[src/rtl/output_acc_drain_buffer_if.sv]
// rtl/output_acc_drain_buffer_if.sv - tile input and drain output streams of one column buffer
// Ports (interface signals):
//   in_valid/in_ready/in_data     partial-sum input stream
//   tile_first/tile_last          tile flags, meaningful on the first beat of a tile
//   out_valid/out_ready/out_data  accumulator drain stream
//   out_last                      final word of a drain
// Modports: master drives the input stream and out_ready, slave is the buffer.
interface output_acc_drain_buffer_if #(
  parameter int DATA_W = 16,
  parameter int ACC_W  = 32
) ();
  logic              in_valid;
  logic              in_ready;
  logic [DATA_W-1:0] in_data;
  logic              tile_first;
  logic              tile_last;
  logic              out_valid;
  logic              out_ready;
  logic [ACC_W-1:0]  out_data;
  logic              out_last;

  modport master (
    output in_valid, in_data, tile_first, tile_last, out_ready,
    input  in_ready, out_valid, out_data, out_last
  );

  modport slave (
    input  in_valid, in_data, tile_first, tile_last, out_ready,
    output in_ready, out_valid, out_data, out_last
  );
endinterface

[src/rtl/output_acc_drain_buffer.sv]
// rtl/output_acc_drain_buffer.sv - column tile collector, K-tile accumulator and word drain
// Optional feature macro: OUTPUT_ACC_SAT_EN (saturating accumulate, sticky sat_flag_o)
// Ports:
//   clk         clock, rising edge
//   rst         asynchronous active-high reset
//   flush_i     synchronous abort, same end state as reset
//   bus         slave side of output_acc_drain_buffer_if (input tile stream, drain stream)
//   busy_o      high whenever the block is not IDLE
//   sat_flag_o  sticky saturation indicator, tied 0 when the feature is compiled out
module output_acc_drain_buffer #(
  parameter int  DATA_W = 16,
  parameter int  ACC_W  = 32,
  parameter int  DEPTH  = 16,
  localparam int CNT_W  = $clog2(DEPTH + 1)
) (
  input  logic                    clk,
  input  logic                    rst,
  input  logic                    flush_i,
  output_acc_drain_buffer_if.slave bus,
  output logic                    busy_o,
  output logic                    sat_flag_o
);

  typedef enum logic [1:0] {
    S_IDLE  = 2'd0,
    S_LOAD  = 2'd1,
    S_ACC   = 2'd2,
    S_DRAIN = 2'd3
  } state_t;

  state_t            state_q, state_d;
  logic [CNT_W-1:0]  ld_cnt_q, ld_cnt_d;
  logic [CNT_W-1:0]  rd_ptr_q, rd_ptr_d;
  logic              first_q, first_d;
  logic              last_q, last_d;
  logic [DATA_W-1:0] slot_q [DEPTH];
  logic [ACC_W-1:0]  acc_q  [DEPTH];

  logic [ACC_W-1:0]  lane_base [DEPTH];
  logic [ACC_W-1:0]  lane_ext  [DEPTH];
  logic [ACC_W-1:0]  acc_sum   [DEPTH];
  logic [ACC_W-1:0]  rd_word;

  logic in_ready;
  logic out_valid;
  logic beat;
  logic out_hs;
  logic acc_upd;
  logic acc_clr;

  assign in_ready = (state_q == S_IDLE) || (state_q == S_LOAD);
  assign out_valid = (state_q == S_DRAIN);
  assign beat = bus.in_valid && in_ready;
  assign out_hs = out_valid && bus.out_ready;

  assign bus.in_ready  = in_ready;
  assign bus.out_valid = out_valid;
  assign bus.out_data  = out_valid ? rd_word : '0;
  assign bus.out_last  = out_valid && (rd_ptr_q == CNT_W'(DEPTH - 1));
  assign busy_o        = (state_q != S_IDLE);

  // Control: tile flags are captured only on the first beat of a tile.
  always_comb begin
    state_d  = state_q;
    ld_cnt_d = ld_cnt_q;
    rd_ptr_d = rd_ptr_q;
    first_d  = first_q;
    last_d   = last_q;
    acc_upd  = 1'b0;
    acc_clr  = 1'b0;
    unique case (state_q)
      S_IDLE: begin
        if (beat) begin
          first_d  = bus.tile_first;
          last_d   = bus.tile_last;
          ld_cnt_d = CNT_W'(1);
          state_d  = S_LOAD;
        end
      end
      S_LOAD: begin
        if (beat) begin
          if (ld_cnt_q == CNT_W'(DEPTH - 1)) begin
            ld_cnt_d = '0;
            state_d  = S_ACC;
          end else begin
            ld_cnt_d = ld_cnt_q + 1'b1;
          end
        end
      end
      S_ACC: begin
        acc_upd = 1'b1;
        state_d = last_q ? S_DRAIN : S_IDLE;
      end
      S_DRAIN: begin
        if (out_hs) begin
          if (rd_ptr_q == CNT_W'(DEPTH - 1)) begin
            rd_ptr_d = '0;
            acc_clr  = 1'b1;
            state_d  = S_IDLE;
          end else begin
            rd_ptr_d = rd_ptr_q + 1'b1;
          end
        end
      end
      default: state_d = S_IDLE;
    endcase
  end

  // Per-lane addends: a first tile overwrites, so its base is zero.
  always_comb begin
    for (int i = 0; i < DEPTH; i++) begin
      lane_base[i] = first_q ? '0 : acc_q[i];
      lane_ext[i]  = ACC_W'($signed(slot_q[i]));
    end
  end

`ifdef OUTPUT_ACC_SAT_EN
  logic [ACC_W:0] lane_wide [DEPTH];
  logic           clamp_any;
  logic           sat_q;

  // One guard bit: overflow when the two top bits of the widened sum differ.
  always_comb begin
    clamp_any = 1'b0;
    for (int i = 0; i < DEPTH; i++) begin
      lane_wide[i] = {lane_base[i][ACC_W-1], lane_base[i]} + {lane_ext[i][ACC_W-1], lane_ext[i]};
      if (lane_wide[i][ACC_W] != lane_wide[i][ACC_W-1]) begin
        clamp_any  = 1'b1;
        acc_sum[i] = lane_wide[i][ACC_W] ? {1'b1, {(ACC_W-1){1'b0}}} : {1'b0, {(ACC_W-1){1'b1}}};
      end else begin
        acc_sum[i] = lane_wide[i][ACC_W-1:0];
      end
    end
  end

  always_ff @(posedge clk or posedge rst) begin
    if (rst) begin
      sat_q <= 1'b0;
    end else if (flush_i) begin
      sat_q <= 1'b0;
    end else if (acc_upd && clamp_any) begin
      sat_q <= 1'b1;
    end
  end

  assign sat_flag_o = sat_q;
`else
  always_comb begin
    for (int i = 0; i < DEPTH; i++) begin
      acc_sum[i] = lane_base[i] + lane_ext[i];
    end
  end

  assign sat_flag_o = 1'b0;
`endif

  // Read mux written as a compare loop so the counter width never has to match the array index width.
  always_comb begin
    rd_word = '0;
    for (int i = 0; i < DEPTH; i++) begin
      if (rd_ptr_q == CNT_W'(i)) begin
        rd_word = acc_q[i];
      end
    end
  end

  always_ff @(posedge clk or posedge rst) begin
    if (rst) begin
      state_q  <= S_IDLE;
      ld_cnt_q <= '0;
      rd_ptr_q <= '0;
      first_q  <= 1'b0;
      last_q   <= 1'b0;
      for (int i = 0; i < DEPTH; i++) begin
        slot_q[i] <= '0;
        acc_q[i]  <= '0;
      end
    end else if (flush_i) begin
      state_q  <= S_IDLE;
      ld_cnt_q <= '0;
      rd_ptr_q <= '0;
      first_q  <= 1'b0;
      last_q   <= 1'b0;
      for (int i = 0; i < DEPTH; i++) begin
        slot_q[i] <= '0;
        acc_q[i]  <= '0;
      end
    end else begin
      state_q  <= state_d;
      ld_cnt_q <= ld_cnt_d;
      rd_ptr_q <= rd_ptr_d;
      first_q  <= first_d;
      last_q   <= last_d;
      // Shift toward slot 0 so that after DEPTH beats beat k sits in slot k.
      if (beat) begin
        for (int i = 0; i < DEPTH - 1; i++) begin
          slot_q[i] <= slot_q[i+1];
        end
        slot_q[DEPTH-1] <= bus.in_data;
      end
      if (acc_upd) begin
        for (int i = 0; i < DEPTH; i++) begin
          acc_q[i] <= acc_sum[i];
        end
      end else if (acc_clr) begin
        for (int i = 0; i < DEPTH; i++) begin
          acc_q[i] <= '0;
        end
      end
    end
  end

endmodule

[src/flat_wrapper.sv]
// flat-port wrapper written by rule: the top's interface ports become plain ports
module output_acc_drain_buffer_flat 
#(
  parameter int  DATA_W = 16,
  parameter int  ACC_W  = 32,
  parameter int  DEPTH  = 16,
  localparam int CNT_W  = $clog2(DEPTH + 1)
)
  (clk, rst, flush_i, busy_o, sat_flag_o, bus_in_valid, bus_in_data, bus_tile_first, bus_tile_last, bus_out_ready, bus_in_ready, bus_out_valid, bus_out_data, bus_out_last);
  output_acc_drain_buffer_if #(.DATA_W(DATA_W), .ACC_W(ACC_W)) bus_i ();
  input  logic clk;
  input  logic rst;
  input  logic flush_i;
  output logic busy_o;
  output logic sat_flag_o;
  input wire logic [$bits(bus_i.in_valid)-1:0] bus_in_valid;
  input wire logic [$bits(bus_i.in_data)-1:0] bus_in_data;
  input wire logic [$bits(bus_i.tile_first)-1:0] bus_tile_first;
  input wire logic [$bits(bus_i.tile_last)-1:0] bus_tile_last;
  input wire logic [$bits(bus_i.out_ready)-1:0] bus_out_ready;
  output wire logic [$bits(bus_i.in_ready)-1:0] bus_in_ready;
  output wire logic [$bits(bus_i.out_valid)-1:0] bus_out_valid;
  output wire logic [$bits(bus_i.out_data)-1:0] bus_out_data;
  output wire logic [$bits(bus_i.out_last)-1:0] bus_out_last;
  assign bus_i.in_valid = bus_in_valid;
  assign bus_i.in_data = bus_in_data;
  assign bus_i.tile_first = bus_tile_first;
  assign bus_i.tile_last = bus_tile_last;
  assign bus_i.out_ready = bus_out_ready;
  assign bus_in_ready = bus_i.in_ready;
  assign bus_out_valid = bus_i.out_valid;
  assign bus_out_data = bus_i.out_data;
  assign bus_out_last = bus_i.out_last;
  output_acc_drain_buffer #(.DATA_W(DATA_W), .ACC_W(ACC_W), .DEPTH(DEPTH)) u_core (.clk(clk), .rst(rst), .flush_i(flush_i), .bus(bus_i), .busy_o(busy_o), .sat_flag_o(sat_flag_o));
endmodule
[config.mk]
export PLATFORM = sky130hd
export DESIGN_NAME = output_acc_drain_buffer_flat
export DESIGN_NICKNAME = d
export VERILOG_FILES = /design/src/rtl/output_acc_drain_buffer_if.sv /design/src/rtl/output_acc_drain_buffer.sv /design/src/flat_wrapper.sv
export SDC_FILE = /design/constraint.sdc
export NUM_CORES = 2
export LEC_CHECK = 0
export ABC_AREA = 1
export ABC_CLOCK_PERIOD_IN_PS = 86700
export BUFFER_PORTS_ARGS = -buffer_cell sky130_fd_sc_hd__buf_2
export CAP_MARGIN = 10
export CORE_ASPECT_RATIO = 1.25
export CORE_MARGIN = 5
export CORE_UTILIZATION = 61
export CTS_CLUSTER_SIZE = 14
export DETAILED_ROUTE_END_ITERATION = 8
export GPL_ROUTABILITY_DRIVEN = 0
export MAX_ROUTING_LAYER = met4
export PLACE_DENSITY = 0.84
export SLEW_MARGIN = 20
export SYNTH_ARGS = -nofsm -noshare
export SYNTH_HDL_FRONTEND = slang
export SYNTH_SLANG_ARGS = --single-unit
[constraint.sdc]
create_clock -name clk -period 86.7 [get_ports clk]
set_input_delay 26.01 -clock clk [delete_from_list [all_inputs] [get_ports clk]]
set_output_delay 26.01 -clock clk [all_outputs]
set_load 0.005 [all_outputs]
==> impl_metrics.tcl <==
set metrics [dict create \
    grtUsageTotal_pct 35.9 \
    finClkSkew_ns 0.0284 \
    finalCriticalPeriod_ns 30.91 \
    cts_root_buf "clkbuf_16" \
    dieArea_sq_um 105000 \
    worstPathRequired_ns 60.69 \
    rsz0062_at_grt "false" \
    status "complete, but fails checks" \
    fin_tns_setup_ns 0 \
    ys_ff_latch 782 \
    post-route-util_pct 65.9 \
    cp_slowest_cell "nor2_4" \
    rr_worst_depth 17 \
    slew_headroom_pct 21.2 \
    hold_buffers 0 \
    fillCellCount 8099 \
    critPathKind "reg2out" \
    drt-total-wl_um 191000 \
    cap_violations 0 \
    cts.sinks 782 \
    synthCells 8639 \
    end_kind "output port" \
    wl_met1_um 67500 \
    violations "design-rule violations" \
    synth_flop_cell "dfrtp_1" \
    synth_nets 9179 \
    chipWidth_um 291 \
    cp_max_fo 34 \
    die_h_um 361 \
    portBuffers 58 \
    synth.most_common_cell "nand2_1" \
    area_growth_pct 6.98 \
    vias 61361 \
    grt_pass1_vias 60571 \
    top_layer "met4" \
    met3_wirelength_um 15200 \
    drv_slew 0 \
    fin_crit_sh_pct 35.7 \
    post-cts-setup-buffers 0 \
    min_path_type "reg2reg" \
    ys_types 54 \
    synthArstFlopShare_pct 100 \
    synth_edf_count 0 \
    ios 60 \
    yosys_warnings 0 \
    syn-mean-instance-area_sq_um 6.95 \
    start_kind "register" \
    wire_per_inst_um 19.3 \
    path_common_cell "nand2_1" \
    dr_wl_met2_um 91900 \
    grt_pass1_wl_um 303000 \
    grt_max_degree 202 \
    crit_chain "inv_1 > ha_1 > nand2_4 > nor2_4 > nand2_1 > nand3_1 > nand3_1 > nand2_1 > nand2_1 > nand2_1 > nand2_1 > nand3_1 > nand2_1 > nand3_1 > nand3_1 > nand3_1 > nand2_1 > a21oi_1 > buf_2" \
    seq_area_frac_synth_pct 32.6 \
    max_stage_delay_ns 0.77 \
    p_leak_nw 30.7 \
    rows 128 \
    core_area_sq_um 97500 \
    drive_gt1_share_pct 3.54 \
    synth.area.top_cells "dfrtp_1 33%, ha_1 10%, nand2_1 9.6%, inv_1 9.0%, o21ai_0 8.5%" \
    crit_cells 19 \
    arrival_ns 4.90 \
    fmax_ghz 0.0323 \
    cts_resized 0 \
    clk_pin_slew_ns 0.06 \
    final_nets 9056 \
    cts_inserted_buffers 86 \
    powerDensity_nw_per_um2 14.0 \
    clock_latency_ns 0.70 \
    first_iter_violations 6349 \
    overflow 0 \
    placed_area_sq_um 61100 \
    cts_buffer_depth 3 \
    vdd_ir_drop_max_mv 0.0175 \
    whs_path_depth 2 \
    cp_num_buf_inv 2 \
    start_util_pct 61.6 \
    worst_slew_pin_slew_ns 1.18 \
    tritoncts "done" \
    cp_top_family "simple AND/OR/NAND/NOR gates" \
    post_drt_via_cell_ratio 6.21 \
    hold_violations 0 \
    synth_top_cell_area_share_pct 32.6 \
    setup_viol 0 \
    drtAntennaViolNets 0 \
    drc 5 \
    synth_top_cell_by_area "dfrtp_1" \
    drtPass1Iterations 9 \
    synth_area_sq_um 60100 \
    yosys-top-cells-count "1533 x nand2_1, 1433 x inv_1, 1022 x o21ai_0" \
    htree_num_levels 3 \
    antenna_found_initial 2 \
    dp_hpwl_um 131000 \
    fin_area_sq_um 64200 \
]
-- routing by layer --
metal | global-route usage (%) | up-vias
li1 | - | 28617
met1 | 38.6 | 28696
met2 | 60.5 | 3111
met3 | 5.27 | 937
met4 | 26.1 | 0
met5 | - | -
-- flip-flops by register name (all words and copies together), names as in the netlist --
signal,count
u_core.state_q,2
u_core.rd_ptr_q,5
u_core.last_q,1
u_core.lane_ext,256
u_core.ld_cnt_q,5
u_core.acc_q,512
u_core.first_q,1
-- kinds of logic after synthesis --
kind of cell	after synthesis	synth area share, %
AND/OR/NAND/NOR	2901	19.7
flip-flops	782	32.6
buffers and inverters	1767	11.2
AO/OA/AOI/OAI	2533	23.5
XOR/XNOR	138	2.01
adder cells (fa/ha/maj)	517	11.0
other	1	0.00624
-- layout make-up --
cell class / count / area [sq um] / share of cell area, %
Antenna cell: 2 / 5.00 / 0.00779
Clock buffer: 132 / 2590 / 4.04
Clock inverter: 26 / 477 / 0.742
Inverter: 1448 / 5470 / 8.51
Multi-Input combinational cell: 6090 / 33800 / 52.6
Sequential cell: 782 / 19600 / 30.5
Tap cell: 1300 / 1630 / 2.53
Timing Repair Buffer: 108 / 738 / 1.15
-- tightest hold or removal path, delay by kind of cell (launching register included) --
family           cells  cell delay [ns]
DFF                  1             0.34
and+or+nand+nor      2             0.11
-- cell usage in the layout (no fill, tap or decap), types with 7 or more instances in the layout --
cell | Yosys | layout
nand2_1 | 1533 | 1532
inv_1 | 1433 | 1431
o21ai_0 | 1022 | 1022
a21oi_1 | 787 | 787
dfrtp_1 | 782 | 781
nor2_1 | 783 | 780
ha_1 | 501 | 501
nand3_1 | 399 | 398
o22ai_1 | 370 | 370
xor2_1 | 122 | 122
o32ai_1 | 105 | 105
o21bai_1 | 93 | 93
clkbuf_16 | 0 | 86
nor3_1 | 66 | 66
buf_2 | 59 | 57
buf_4 | 5 | 46
nor4_1 | 37 | 37
nand4_1 | 34 | 34
a31oi_1 | 31 | 31
o211ai_1 | 28 | 28
clkbuf_8 | 0 | 27
a21boi_0 | 19 | 19
clkbuf_1 | 240 | 19
xnor2_1 | 16 | 16
or2_2 | 16 | 16
fa_1 | 16 | 16
and2_1 | 15 | 15
o21a_1 | 14 | 14
o21ai_1 | 13 | 13
o31ai_1 | 12 | 12
inv_2 | 12 | 10
a21o_1 | 9 | 9
bufinv_16 | 0 | 9
nor2_2 | 5 | 8
clkinv_2 | 0 | 8
o221ai_1 | 7 | 7
-- stage by stage --
step	setup WS, ns	instances	power [mW]	hold WS, ns
floorplan	38.73	8639	0.458	0.449
global placement	56.40	9727	0.495	0.465
detailed placement	56.24	9727	0.497	0.465
CTS	56.12	9885	0.894	0.481
global route	55.70	9888	0.921	0.509
finish	55.79	9888	0.898	0.486
-- where the power goes --
group          internal, mW  switching (mW)  total (mW)
clock                 0.235           0.167       0.402
sequential            0.369         0.00605       0.375
combinational        0.0209           0.100       0.121
-- worst paths after layout --
| path | start | to | slack [ns] |
|---|---|---|---|
| setup / recovery | u_core.rd_ptr_q[1] | bus_out_data[7] | 55.79 |
| hold / removal | u_core.acc_q[125] | u_core.acc_q[125] | 0.49 |
| setup reg to reg | u_core.first_q | u_core.acc_q[446] | 81.09 |
| hold reg to reg | u_core.acc_q[125] | u_core.acc_q[125] | 0.49 |
| max in group asynchronous | rst | u_core.acc_q[351] | 57.34 |
| min in group asynchronous | rst | u_core.lane_ext[97] | 25.46 |
(Power assumes the default switching activity.)
